==> config.mk <==
export PLATFORM = sky130hd
export DESIGN_NAME = mem_server_flat
export DESIGN_NICKNAME = d
export VERILOG_FILES = /design/src/rtl/mem_server_if.sv /design/src/rtl/mem_server.sv /design/src/flat_wrapper.sv
export SDC_FILE = /design/constraint.sdc
export NUM_CORES = 1
export LEC_CHECK = 0
export CELL_PAD_IN_SITES_DETAIL_PLACEMENT = 1
export CELL_PAD_IN_SITES_GLOBAL_PLACEMENT = 1
export CORE_AREA = 2 2 106 108
export CTS_CLUSTER_DIAMETER = 30
export CTS_CLUSTER_SIZE = 16
export DETAILED_ROUTE_END_ITERATION = 8
export DIE_AREA = 0 0 108 110
export HOLD_SLACK_MARGIN = 0.02
export PLACE_DENSITY = 0.53
export SYNTH_ARGS = -nofsm -noshare
export SYNTH_HDL_FRONTEND = slang
export SYNTH_SLANG_ARGS = --single-unit
==> constraint.sdc <==
create_clock -name clk -period 5.07 [get_ports clk]
set_input_delay 1.521 -clock clk [delete_from_list [all_inputs] [get_ports clk]]
set_output_delay 1.521 -clock clk [all_outputs]
set_load 0.03 [all_outputs]
==> src/rtl/mem_server_if.sv <==
// Request/response bundle between the fetch unit and mem_server.
// The master issues reads and stores; the slave returns registered data.
interface mem_server_if;
    logic [3:0]  adr;
    logic        giveC;
    logic        giveD;
    logic        write_data;
    logic [15:0] com;
    logic [3:0]  data_t;
    logic        dv;
    logic        busy;
    logic        err;
    logic        wr_full;

    modport master (
        output adr, giveC, giveD, write_data,
        input  com, data_t, dv, busy, err, wr_full
    );

    modport slave (
        input  adr, giveC, giveD, write_data,
        output com, data_t, dv, busy, err, wr_full
    );
endinterface

==> src/rtl/mem_server.sv <==
// Command ROM + data RAM server with programmable read latency, busy/err flags
// and a sequential, non-wrapping write region.
//
// state | meaning
// IDLE  | accepting requests; with LATENCY==1 responds at the sampling edge
// WAIT  | request latched, cnt counting down to the response edge (cnt==1)
module mem_server #(
    parameter int          CMD_DEPTH  = 2,
    parameter int          DATA_DEPTH = 7,
    parameter int          WR_BASE    = 4,
    parameter int          LATENCY    = 1,
    parameter logic [15:0] CMD_INIT  [CMD_DEPTH]  = '{16'h0046, 16'h0247},
    parameter logic [3:0]  DATA_INIT [DATA_DEPTH] = '{4'd0, 4'd0, 4'd3, 4'd1, 4'd0, 4'd0, 4'd0}
) (
    input  logic         clk,
    input  logic         rst,
    mem_server_if.slave  bus
);

    localparam logic [4:0] CMD_LIM   = 5'(CMD_DEPTH);
    localparam logic [4:0] DATA_LIM  = 5'(DATA_DEPTH);
    localparam logic [4:0] WR_BASE_L = 5'(WR_BASE);
    localparam logic [4:0] WR_LAST   = 5'(DATA_DEPTH - 1);
    localparam logic [3:0] CNT_LOAD  = 4'(LATENCY - 1);

    typedef enum logic {IDLE, WAIT} state_t;

    state_t      state, state_nxt;
    logic [3:0]  cnt, cnt_nxt;
    logic [3:0]  lat_adr, lat_adr_nxt;
    logic        kind_c, kind_c_nxt;
    logic        kind_d, kind_d_nxt;

    logic        fire;
    logic [3:0]  fire_adr;
    logic        fire_c;
    logic        fire_d;
    logic [15:0] rd_com;
    logic [3:0]  rd_data;
    logic        rd_err;

    logic [3:0]  data_mem [DATA_DEPTH];
    logic [4:0]  wptr;

    always_ff @(posedge clk) begin
        if (rst) begin
            state   <= IDLE;
            cnt     <= 4'd0;
            lat_adr <= 4'd0;
            kind_c  <= 1'b0;
            kind_d  <= 1'b0;
        end else begin
            state   <= state_nxt;
            cnt     <= cnt_nxt;
            lat_adr <= lat_adr_nxt;
            kind_c  <= kind_c_nxt;
            kind_d  <= kind_d_nxt;
        end
    end

    always_comb begin
        state_nxt   = state;
        cnt_nxt     = cnt;
        lat_adr_nxt = lat_adr;
        kind_c_nxt  = kind_c;
        kind_d_nxt  = kind_d;
        fire        = 1'b0;
        fire_adr    = lat_adr;
        fire_c      = kind_c;
        fire_d      = kind_d;
        case (state)
            IDLE: begin
                if (bus.giveC || bus.giveD) begin
                    lat_adr_nxt = bus.adr;
                    kind_c_nxt  = bus.giveC;
                    kind_d_nxt  = bus.giveD;
                    if (LATENCY == 1) begin
                        fire     = 1'b1;
                        fire_adr = bus.adr;
                        fire_c   = bus.giveC;
                        fire_d   = bus.giveD;
                    end else begin
                        cnt_nxt   = CNT_LOAD;
                        state_nxt = WAIT;
                    end
                end
            end
            WAIT: begin
                if (cnt == 4'd1) begin
                    fire      = 1'b1;
                    state_nxt = IDLE;
                end
                cnt_nxt = cnt - 4'd1;
            end
            default: state_nxt = IDLE;
        endcase
    end

    // Loop-based lookups return 0 for out-of-range addresses without
    // ever indexing past the end of either memory.
    always_comb begin
        rd_com  = 16'h0000;
        rd_data = 4'h0;
        for (int i = 0; i < CMD_DEPTH; i++) begin
            if ({1'b0, fire_adr} == 5'(i)) rd_com = CMD_INIT[i];
        end
        for (int i = 0; i < DATA_DEPTH; i++) begin
            if ({1'b0, fire_adr} == 5'(i)) rd_data = data_mem[i];
        end
        rd_err = (fire_c && ({1'b0, fire_adr} >= CMD_LIM)) ||
                 (fire_d && ({1'b0, fire_adr} >= DATA_LIM));
    end

    always_ff @(posedge clk) begin
        if (rst) begin
            bus.dv     <= 1'b0;
            bus.err    <= 1'b0;
            bus.busy   <= 1'b0;
            bus.com    <= 16'h0000;
            bus.data_t <= 4'h0;
        end else begin
            bus.dv   <= fire;
            bus.err  <= fire && rd_err;
            bus.busy <= (state_nxt == WAIT);
            if (fire && fire_c) bus.com    <= rd_com;
            if (fire && fire_d) bus.data_t <= rd_data;
        end
    end

    // Stores run independently of the read FSM; reads see pre-store data.
    always_ff @(posedge clk) begin
        if (rst) begin
            data_mem    <= DATA_INIT;
            wptr        <= WR_BASE_L;
            bus.wr_full <= 1'b0;
        end else if (bus.write_data && !bus.wr_full) begin
            for (int i = 0; i < DATA_DEPTH; i++) begin
                if (wptr == 5'(i)) data_mem[i] <= bus.adr;
            end
            if (wptr == WR_LAST) bus.wr_full <= 1'b1;
            else                 wptr        <= wptr + 5'd1;
        end
    end

endmodule

==> src/flat_wrapper.sv <==
// flat-port wrapper written by rule: the top's interface ports become plain ports
module mem_server_flat 
#(
    parameter int          CMD_DEPTH  = 2,
    parameter int          DATA_DEPTH = 7,
    parameter int          WR_BASE    = 4,
    parameter int          LATENCY    = 1,
    parameter logic [15:0] CMD_INIT  [CMD_DEPTH]  = '{16'h0046, 16'h0247},
    parameter logic [3:0]  DATA_INIT [DATA_DEPTH] = '{4'd0, 4'd0, 4'd3, 4'd1, 4'd0, 4'd0, 4'd0}
)
  (clk, rst, bus_adr, bus_giveC, bus_giveD, bus_write_data, bus_com, bus_data_t, bus_dv, bus_busy, bus_err, bus_wr_full);
  mem_server_if bus_i ();
  input  logic clk;
  input  logic rst;
  input wire logic [$bits(bus_i.adr)-1:0] bus_adr;
  input wire logic [$bits(bus_i.giveC)-1:0] bus_giveC;
  input wire logic [$bits(bus_i.giveD)-1:0] bus_giveD;
  input wire logic [$bits(bus_i.write_data)-1:0] bus_write_data;
  output wire logic [$bits(bus_i.com)-1:0] bus_com;
  output wire logic [$bits(bus_i.data_t)-1:0] bus_data_t;
  output wire logic [$bits(bus_i.dv)-1:0] bus_dv;
  output wire logic [$bits(bus_i.busy)-1:0] bus_busy;
  output wire logic [$bits(bus_i.err)-1:0] bus_err;
  output wire logic [$bits(bus_i.wr_full)-1:0] bus_wr_full;
  assign bus_i.adr = bus_adr;
  assign bus_i.giveC = bus_giveC;
  assign bus_i.giveD = bus_giveD;
  assign bus_i.write_data = bus_write_data;
  assign bus_com = bus_i.com;
  assign bus_data_t = bus_i.data_t;
  assign bus_dv = bus_i.dv;
  assign bus_busy = bus_i.busy;
  assign bus_err = bus_i.err;
  assign bus_wr_full = bus_i.wr_full;
  mem_server #(.CMD_DEPTH(CMD_DEPTH), .DATA_DEPTH(DATA_DEPTH), .WR_BASE(WR_BASE), .LATENCY(LATENCY), .CMD_INIT(CMD_INIT), .DATA_INIT(DATA_INIT)) u_core (.clk(clk), .rst(rst), .bus(bus_i));
endmodule
# After elaboration in Yosys (flattened, before gate mapping)
# Cells that the tools add are included.
# W data, S select, Z words.
totals:
  output_inout_bits: 24
  regBits: 67
  word_cells: 77
  input_bits: 9
op_classes:
  bitwise: 2
  n_addsub: 2
  n_reduce_logical: 19
  n_eq_ne: 13
  n_mux: 21
  n_lt_le_gt_ge: 2
ops:
  columns: ["operator", "count"]
  rows:
  - ["$mux W4", 10]
  - ["$reduce_and A2 Y1", 8]
  - ["$eq A5 B3 Y1 const B", 3]
  - ["$eq A4 B3 Y1 const B", 3]
  - ["$eq A5 B2 Y1 const B", 2]
  - ["$mux W10", 1]
  - ["$eq A4 B1 Y1 const B", 2]
  - ["$eq A4 B2 Y1 const B", 2]
  - ["$mux W1", 7]
  - ["$mux W7", 1]
  - ["$logic_and A1 B1 Y1", 6]
  - ["$add A5 B1 Y5 const B", 1]
  - ["$eq A5 B1 Y1 const B", 1]
  - ["$logic_not A5 Y1", 1]
  - ["$ge A4 B2 Y1 const B", 1]
  - ["$ge A4 B3 Y1 const B", 1]
  - ["$logic_not A4 Y1", 1]
  - ["$pmux W1 S2", 2]
  - ["$sub A4 B1 Y4 const B", 1]
  - ["$logic_or A1 B1 Y1", 2]
  - ["$not A1 Y1", 2]
  - ["$logic_not A1 Y1", 1]

# Logic depth before layout (Yosys ltp)
# Gate-level depths: netlist of run 1.
logic_depth:
  ltp_word: 11
  mapped_depth: 7
  ltp_nobuf: 7

# Least setup slack after synthesis of run 1
# Ideal clock, no wire load.
synth_path:
  path_type: "input -> register"
  start: "in bus_giveC"
  end: "reg u_core.bus.data_t[0]"
  arrival_time_ns: 2.565
  n_path_buf: 1
  t_required_ns: 4.935
  setup_time_ns: 0.135
  stages: 6
  slack_ns: 2.370
  path_cell_list: "o21bai_4 buf_6 mux2_2 a22oi_1 o211a_1 o32ai_1"
synth_between:
  elab_chain_cells: 11
  word_cells_on_any_way: 22
  classes_between: "eq/ne: 6; mux: 13; reduce/logical: 3"
synth_lines:
  columns: ["element", "line", "text"]
  rows:
  - ["start, declared", "flat_wrapper.sv:16", "input wire logic [$bits(bus_i.giveC)-1:0] bus_giveC;"]
  - ["$logic_or A1 B1 Y1 (*)", "mem_server.sv:73", "if (bus.giveC || bus.giveD) begin"]
  - ["$mux W4", "mem_server.sv:73", null]
  - ["$mux W4", "mem_server.sv:71", "case (state)"]
  - ["$logic_not A4 Y1", "mem_server.sv:108", "if ({1'b0, fire_adr} == 5'(i)) rd_data = data_mem[i];"]
  - ["$mux W4 (7 in series)", "mem_server.sv:108", null]
  - ["end signal, assigned", "mem_server.sv:126", "if (fire && fire_d) bus.data_t <= rd_data;"]
  - ["end, declared", "mem_server_if.sv:22", "output com, data_t, dv, busy, err, wr_full"]
# Mark *: on every way between the ends. The rest lies on a longest branch, timed or not.
# A chain may end at the register's enable or synchronous reset.

# Worst setup path in the final report of run 1
layout_path:
  start: "in bus_adr[1]"
  end: "reg u_core.bus.data_t[0]"
layout_between:
  elab_chain_cells: 10
  word_cells_on_any_way: 16
  classes_between: "eq/ne: 6; mux: 9; reduce/logical: 1"
layout_lines:
  columns: ["element", "line", "text"]
  rows:
  - ["start, declared", "flat_wrapper.sv:15", "input wire logic [$bits(bus_i.adr)-1:0] bus_adr;"]
  - ["$mux W4 (*)", "mem_server.sv:73", null]
  - ["$mux W4 (*)", "mem_server.sv:71", null]
  - ["$logic_not A4 Y1", "mem_server.sv:108", null]
  - ["$mux W4 (6 in series)", "mem_server.sv:108", null]
  - ["$mux W4 (*)", "mem_server.sv:108", null]
# Marked as above.

==> results of run 1 <==
## layer usage
metal / track usage / routed length [um] / vias to the layer above
li1: - / - / 1113
met1: 0.184 / 3680 / 1112
met2: 0.226 / 3490 / 28
met3: 0.0206 / 161 / 4
met4: 0.0330 / 56 / 0
met5: 0 / 0 / -
## through the flow
step                      hold slack, ns  utilization  cells
after detailed placement           0.456        0.279    462
after CTS                          0.474        0.287    469
final                              0.468        0.287    469
after global routing               0.496        0.287    469
after floorplan                    0.436            -    329
after global placement             0.442        0.279    462
## worst paths after layout
| check | from | cells after the start | endpoint |
|---|---|---|---|
| max reg2reg | u_core.bus.busy | 5 | u_core.bus.data_t[1] |
| min reg2reg | u_core.bus.data_t[1] | 2 | u_core.bus.data_t[1] |
| min | u_core.bus.data_t[1] | 2 | u_core.bus.data_t[1] |
| max | bus_adr[1] | 6 | u_core.bus.data_t[0] |
## report_power, final
part	leakage, uW	switching, uW	internal [uW]
clock	0.0000402	144	95.7
combinational	0.000565	86.4	45.7
sequential	0.000431	15.7	432
## kinds of logic (layout without fill, tap and decap cells)
family,Yosys count,in the layout
xor+xnor,6,6
fa+ha+maj,6,6
mux,22,22
simple gates,123,123
compound gates,70,70
other cells,1,11
buf+inv,38,38
flops,53,53
## worst reg2reg max path: cells and delay by family, from the launching register on
kind / cells / cell delay [ns]
compound gates: 2 / 0.48
flops: 1 / 0.60
mux: 1 / 0.43
simple gates: 2 / 0.58
## cell type report
class                           count  share of cell area
Clock buffer                        5              0.0224
Tap cell                          140              0.0570
Clock inverter                      2             0.00529
Sequential cell                    53               0.345
Multi-Input combinational cell    238               0.491
Inverter                           10              0.0122
Timing Repair Buffer               21              0.0668
## flip-flops by register name, summed over array words and instances, names as in the netlist, 2 cells and up
register / count
u_core.bus.data_t: 4
u_core.data_mem: 28
u_core.cnt: 4
u_core.wptr: 5
u_core.bus.com: 2
u_core.lat_adr: 4
## cell usage in the layout, fill, tap and decap left out, types with 2 or more instances in the layout
cell,instances
nand2_1,22
o21ai_0,14
xor2_1,3
nor4bb_1,4
a211o_1,3
a22o_1,2
or3_1,2
mux2i_1,18
a31oi_1,3
a21oi_1,23
nor2_1,47
clkbuf_8,5
nor2b_1,10
ha_1,6
and3b_1,2
o2bb2ai_1,2
inv_1,10
conb_1,11
o21ba_2,2
nor3_1,6
o32ai_1,2
o221ai_1,2
dfxtp_1,53
nor4_1,3
nand3_1,9
o311a_1,2
o211a_1,2
nor3b_1,2
nand2b_1,7
clkdlybuf4s50_1,20
xnor2_1,3
mux2_2,3
nor4b_1,3
a22oi_1,6
==> run summary, run 1 <==
Status: completed
Worst-path maximum fanout: 16
Buf/Inv on CP: 1
Overall routed net length: 7390 um
Initial core utilization: 0.257
Critical Path Slowest Stage Cell: clkdlybuf4s50_1
RSZ-0062 raised after global routing: false
Asr flop ratio synth: 0
Area growth syn-to-layout: 11.9%
Fill cells: 1,278
Peak supply drop: 0.105 mV
Type of origin of the critical path: primary input
Routed len/inst: 15.8 um
Max-slew violations: 0
Num rows: 38
DP HPWL: 5300 um
Synth Area in Adders: 0.0273
Main combinational cell family by area after synthesis: simple AND/OR/NAND/NOR gates
Part of the Yosys area used for sequential elements: 0.387
Synth warn: 0
First-pass GRT wire length: 12,400 um
Total die area: 11,900 sq um
DRT iter0 DRCs: 112
# resized after CTS: 0
Most common cell in the synthesized netlist: dfxtp_1
Fin crit share: 0.685
Reg area: 1060 sq um
Max clock buf depth: 2
Setup TNS: 0 ns
Commonest cells in the netlist: dfxtp_1, nor2_1, a21oi_1, nand2_1, mux2i_1
Num CTS Buffers: 5
DRC: 0
Clk root buf: clkbuf_8
Multi-input logic area: 1510 sq um
Yosys cell types: 50
Cells after synthesis: 319
Die W: 108 um
CTS Sinks: 53
Hold Crit Class: flop to flop
CTS Hold Bufs: 0
Clk_skew: 0.00450 ns
Maxcap violations: 0
Final Wtd Congestion: 0.726
Syn avg cell area: 8.61 sq um
Fmax: 288 MHz
Via count: 2,257
Core ar.: 10,700 sq um
Synth Flop Type: dfxtp_1
Initial antenna violation count: 0
Leak: 0.00104 uW
Htree depth: 2
Routed Antenna Nets: 0
Finished layout cell area: 3070 sq um
Max incr delay on CP: 0.99 ns
CTS tree: yes
Synth Area in Compound Gates: 0.175
Clk_lat worst skew: 0.30 ns
Final Power: 820 uW
Number of synthesized flops with an enable pin: 0
Crit. End Element: flop
# setup viols final: 0
Largest net degree at the start of global routing: 52
Post-synthesis simple-gate area fraction: 0.227
Worst EP required: 5.22 ns
Setup slack at placement: 1.23 ns
Number of global-route vias before repair: 2,311
Synthesized area: 2750 sq um
Final Net Count: 344
Post-layout min period: 3.47 ns
Worst Path Arrival: 3.62 ns
IO buf count: 21
Family with the most delay on the worst path: buffers and inverters
Crit path kind: primary input to flop
Top cells by area, synth: dfxtp_1, mux2i_1, nor2_1
Placed Area: 2990 sq um
Worst-Margin Slew: 0.933 ns
Yosys reg bits: 53
Via density: 4.81
All-Layer GR Usage: 0.135
Drt first pass iters: 5
Area share of the largest cell type after synthesis: 0.387
Fin. Hold Viols: 0
Slew Limit Headroom: 0.378
Clk slew on worst S/H paths: 0.10 ns
Area leader, netlist: dfxtp_1
Die height: 110 um
Fin worst setup slack: 1.60 ns
Postcts setup bufs: 0
Reg2Reg Setup Slack: 2.88 ns
Total global routing overflow: 0
Multiplexer share of the synthesized area: 0.0861
Pwr Density: 267 nW/um^2
# diodes: 0
Fraction of layout cells with a size suffix above 1: 0.0547
I/O pin cnt: 33
Post-Synth XOR/XNOR Area: 0.0191
Ordered cell list for the critical path: clkdlybuf4s50_1, nor2b_1, mux2_2, a22o_1, a22oi_1, o32ai_1
Power figures use the tool's default switching activity.
==> run 2: changes to the inputs <==
PLACE_DENSITY = 0.55   (was 0.53)
clock period = 2.8 ns   (was 5.07 ns; I/O delays follow)
==> run 2 against run 1 <==
Utilization increased by 2.0 points. Cell area grew 6.9%. Via count up 3.3%. Wire length is 5.6% higher. Global-route usage grew 0.31 points. Clock skew up 0.0030 ns. Non-clock buffer count is 22 higher. Cell count rose by 4.9%. Largest cell class unchanged.
==> run summary, run 2 (synthesis gave the netlist of run 1 again) <==
Status: completed
Max clock buf depth: 2
IO buf count: 21
Leak: 0.00116 uW
Largest net degree at the start of global routing: 51
Peak supply drop: 0.227 mV
Fmax: 404 MHz
Postcts setup bufs: 0
RSZ-0062 raised after global routing: false
Total global routing overflow: 0
CTS Hold Bufs: 0
I/O pin cnt: 33
First-pass GRT wire length: 12,700 um
Area growth syn-to-layout: 19.7%
Num rows: 38
Crit path kind: primary input to flop
Clk slew on worst S/H paths: 0.10 ns
CTS tree: yes
Worst EP required: 3.03 ns
Family with the most delay on the worst path: compound AO/OA/AOI/OAI gates
Initial antenna violation count: 0
Fin crit share: 0.884
# diodes: 0
Total die area: 11,900 sq um
DRC: 0
Overall routed net length: 7800 um
Die W: 108 um
Clk_lat worst skew: 0.31 ns
Largest Register: u_core.data_mem
Worst Path Arrival: 2.70 ns
Max incr delay on CP: 0.50 ns
Worst-path maximum fanout: 7
Commonest non-fill, non-tap cell in the layout: dfxtp_1
Top flop regs: u_core.data_mem (28), u_core.wptr (5)
Critical Path Slowest Stage Cell: clkdlybuf4s50_1
Max-slew violations: 0
Maxcap violations: 0
Final Power: 1640 uW
Routed len/inst: 15.9 um
Routed Antenna Nets: 0
Post-layout min period: 2.48 ns
Worst-Margin Slew: 0.567 ns
Slew Limit Headroom: 0.622
# resized after CTS: 0
Htree depth: 2
Clk root buf: clkbuf_8
Fraction of layout cells with a size suffix above 1: 0.116
CTS Sinks: 53
All-Layer GR Usage: 0.138
DRT iter0 DRCs: 70
Final Net Count: 366
Crit. End Element: flop
Type of origin of the critical path: primary input
Number of flip-flops in the largest register: 28
Drt first pass iters: 4
Setup TNS: 0 ns
Clk_skew: 0.00752 ns
Final Wtd Congestion: 0.739
Number of global-route vias before repair: 2,385
Fin. Hold Viols: 0
Pwr Density: 499 nW/um^2
Core ar.: 10,700 sq um
Num CTS Buffers: 5
Die height: 110 um
Hold Crit Class: flop to flop
Initial core utilization: 0.257
Via count: 2,331
Buf/Inv on CP: 2
Via density: 4.74
Ordered cell list for the critical path: clkdlybuf4s50_1, buf_4, nor2_1, a2bb2oi_2, a22oi_1, o211a_1, o32ai_1
Most frequent cells in the layout: dfxtp_1, nor2_1, a21oi_1, nand2_1, buf_4
# setup viols final: 0
DP HPWL: 5860 um
-- run 2: layout make-up --
class                           instances  area, sq um
Multi-Input combinational cell        238         1510
Timing Repair Buffer                   43          383
Clock inverter                          2         37.5
Fill cell                            1285         7410
Clock buffer                            6         82.6
Tap cell                              140          175
Inverter                               10         37.5
Sequential cell                        53         1060
-- run 2: tightest hold or removal path, delay by kind of cell (launching register included) --
family	cells	cell delay (ns)
flip-flops	1	0.34
AND/OR/NAND/NOR	1	0.06
AO/OA/AOI/OAI	1	0.06
-- run 2: per-layer routing --
| metal | track usage | wire, um | vias up |
|---|---|---|---|
| li1 | - | - | 1158 |
| met1 | 0.180 | 3680 | 1139 |
| met2 | 0.242 | 3880 | 28 |
| met3 | 0.0223 | 173 | 6 |
| met4 | 0.0302 | 61 | 0 |
| met5 | 0 | 0 | - |
-- run 2: through the flow --
stage	instances	setup slack, ns	util	cell area [sq um]	hold WS, ns
floorplan	329	0.781	-	2780	0.436
global placement	484	0.0574	0.296	3170	0.466
detailed placement	484	0.000161	0.296	3170	0.478
CTS	492	0.333	0.307	3290	0.493
global route	492	0.182	0.307	3290	0.512
finish	492	0.325	0.307	3290	0.488
-- run 2: path summary, 6_finish.rpt --
path         cells after the start                 from              endpoint  slack, ns
max                              7            bus_giveC  u_core.bus.data_t[3]       0.32
min reg2reg                      2  u_core.data_mem[13]   u_core.data_mem[13]       0.49
min                              2  u_core.data_mem[13]   u_core.data_mem[13]       0.49
max reg2reg                      7      u_core.bus.busy  u_core.bus.data_t[3]       0.92
-- run 2: where the power goes --
part | switching [uW] | leakage [uW] | total (uW) | internal [uW]
clock network | 268 | 0.0000574 | 559 | 291
logic | 165 | 0.000676 | 271 | 106
registers | 27.7 | 0.000431 | 810 | 782
total | 461 | 0.00116 | 1640 | 1180
==> run 3: changes to the inputs <==
CORE_AREA = 2 2 112 103   (was 2 2 106 108)
DIE_AREA = 0 0 114 105   (was 0 0 108 110)
==> run 3 against run 2 <==
Clock power rose by 7.0%. Sequential share of layout area fell by 0.58 points. Combinational power rose by 1%. Wire length fell by 1.8%. Via count rose by 0.56%. Flip-flop and latch count did not move. Global-route usage fell by 0.18 points. Critical path depth rose by 1. Count of clock-buffer cells in the layout did not move. Critical endpoint is now u_core.bus.data_t[2]. Highest routed layer unchanged.
==> run summary, run 3 (synthesis gave the netlist of run 1 again) <==
P_int: 1220 uW
Final core occ: 0.312
DRT iter0 DRCs: 103
# diodes: 0
# setup viols final: 0
Final Wtd Congestion: 0.773
Max-slew violations: 0
Worst-Margin Slew: 0.556 ns
Clk_lat worst skew: 0.29 ns
All-Layer GR Usage: 0.137
Share of power burned in registers: 0.481
Htree depth: 2
Pwr Density: 503 nW/um^2
Fin. Hold Viols: 0
# resized after CTS: 0
Post-layout min period: 2.57 ns
Setup slack at placement: -0.134 ns
Peak supply drop: 0.226 mV
Initial antenna violation count: 0
First-pass GRT wire length: 12,900 um
Type of origin of the critical path: primary input
Initial core utilization: 0.256
Die height: 105 um
Fin crit share: 0.918
DP HPWL: 5610 um
Core ar.: 10,700 sq um
Hold path cells: 2
Critical Path Slowest Stage Cell: clkdlybuf4s50_1
Via density: 4.78
Leak: 0.00121 uW
Fmax: 389 MHz
Register-to-Register Path Depth: 7
WHS Endpoint: u_core.bus.data_t[1]
Largest Register: u_core.data_mem
Total global routing overflow: 0
Num rows: 36
Area growth syn-to-layout: 21.9%
Status: completed
Ordered cell list for the critical path: clkdlybuf4s50_1, buf_4, o21ba_2, buf_4, mux2i_1, o2bb2ai_1, nor4_1, o21ai_0
Combinational power share: 0.163
Layout Cells excl Fill: 490
Number of global-route vias before repair: 2,402
Placed Area: 3210 sq um
Buf/Inv on CP: 3
Num CTS Buffers: 5
Family with the most delay on the worst path: buffers and inverters
Max clock buf depth: 2
Slew Limit Headroom: 0.630
Worst EP required: 2.97 ns
RSZ-0062 raised after global routing: false
Finished layout cell area: 3350 sq um
Overall routed net length: 7660 um
Sw frac: 0.274
Via count: 2,344
Clk_skew: 0.00506 ns
Worst Path Arrival: 2.74 ns
Hold Crit Class: flop to flop
Total die area: 12,000 sq um
Fin worst setup slack: 0.230 ns
Top flop regs: u_core.data_mem (28), u_core.wptr (5)
Crit. End Element: flop
I/O pin cnt: 33
Clk root buf: clkbuf_16
CTS tree: yes
CTS Hold Bufs: 0
Largest net degree at the start of global routing: 51
Max incr delay on CP: 0.53 ns
Commonest non-fill, non-tap cell in the layout: dfxtp_1
Drt first pass iters: 4
HP Start: u_core.bus.data_t[1]
Worst-path maximum fanout: 8
WHS: 0.450 ns
Dpl cells: 482
Reg2Reg Setup Slack: 0.80 ns
IO buf count: 21
Die W: 114 um
Number of flip-flops in the largest register: 28
Worst R2R End: u_core.bus.data_t[3]
R2r startpoint: u_core.bus.busy
Routed Antenna Nets: 0
Clk slew on worst S/H paths: 0.07 ns
Fraction of layout cells with a size suffix above 1: 0.126
Top cell by count, worst path: buf_4
Clock power frac: 0.355
CTS Sinks: 53
Crit path kind: primary input to flop
Final Net Count: 371
Switching pwr: 461 uW
Routed len/inst: 15.6 um
Postcts setup bufs: 0
Maxcap violations: 0
Most frequent cells in the layout: dfxtp_1, nor2_1, buf_4, a21oi_1, nand2_1
DRC: 0
==> run 3: changes by cell type in the layout (fill, tap and decap cells not counted), sizes merged <==
cell      delta
bufinv       -1
buf          +5
clkinv       +2
clkinvlp     -1
==> run 3: metal layers <==
layer | global-route usage | wire length [um] | up-vias | share of wire
met5 | 0 | 0 | - | 0
met3 | 0.0302 | 261 | 7 | 0.034
li1 | - | - | 1174 | -
met4 | 0.0340 | 81 | 0 | 0.011
met1 | 0.189 | 3820 | 1125 | 0.50
met2 | 0.215 | 3500 | 38 | 0.46
==> run 3: worst register-to-register path: stages, from the launching register on <==
cell	delay (ns)
dfxtp_1	0.32
buf_4	0.18
o21bai_4	0.26
buf_4	0.20
a2bb2oi_2	0.31
a22oi_1	0.15
o211a_1	0.22
o32ai_1	0.27
==> run 3: power groups by stage <==
stage          combinational, uW  clock (uW)  sequential (uW)
6_report                     275         598              810
3_5_place_dp                 277           0              827
5_1_grt                      306         661              815
4_1_cts                      278         628              810
3_3_place_gp                 274           0              826
2_1_floorplan                179           0              828
==> run 3: worst max path at each step <==
stage,startpoint,to,slack (ns),cells past startpoint
2_1_floorplan,bus_giveC,u_core.bus.data_t[0],0.78,6
3_3_place_gp,bus_giveD,u_core.bus.data_t[1],-0.10,6
3_5_place_dp,bus_giveD,u_core.bus.data_t[1],-0.13,6
4_1_cts,bus_giveD,u_core.bus.data_t[1],0.17,6
5_1_grt,bus_giveD,u_core.bus.data_t[1],0.002,6
6_report,bus_giveC,u_core.bus.data_t[2],0.23,8
==> run 3: area by class of cell <==
class	instances	area, sq um
fillers	1268	7370
multi-input cells	238	1510
flip-flops and latches	53	1060
repair buffers	48	433
well taps	133	166
clock buffers	6	129
inverters	10	37.5
clock inverters	2	10.0
==> run 3: per-stage QoR <==
| stage | power (uW) | TNS [ns] |
|---|---|---|
| floorplan | 1010 | 0 |
| finish | 1680 | 0 |
| global placement | 1100 | -0.122 |
| global route | 1780 | 0 |
| detailed placement | 1100 | -0.267 |
| CTS | 1720 | 0 |
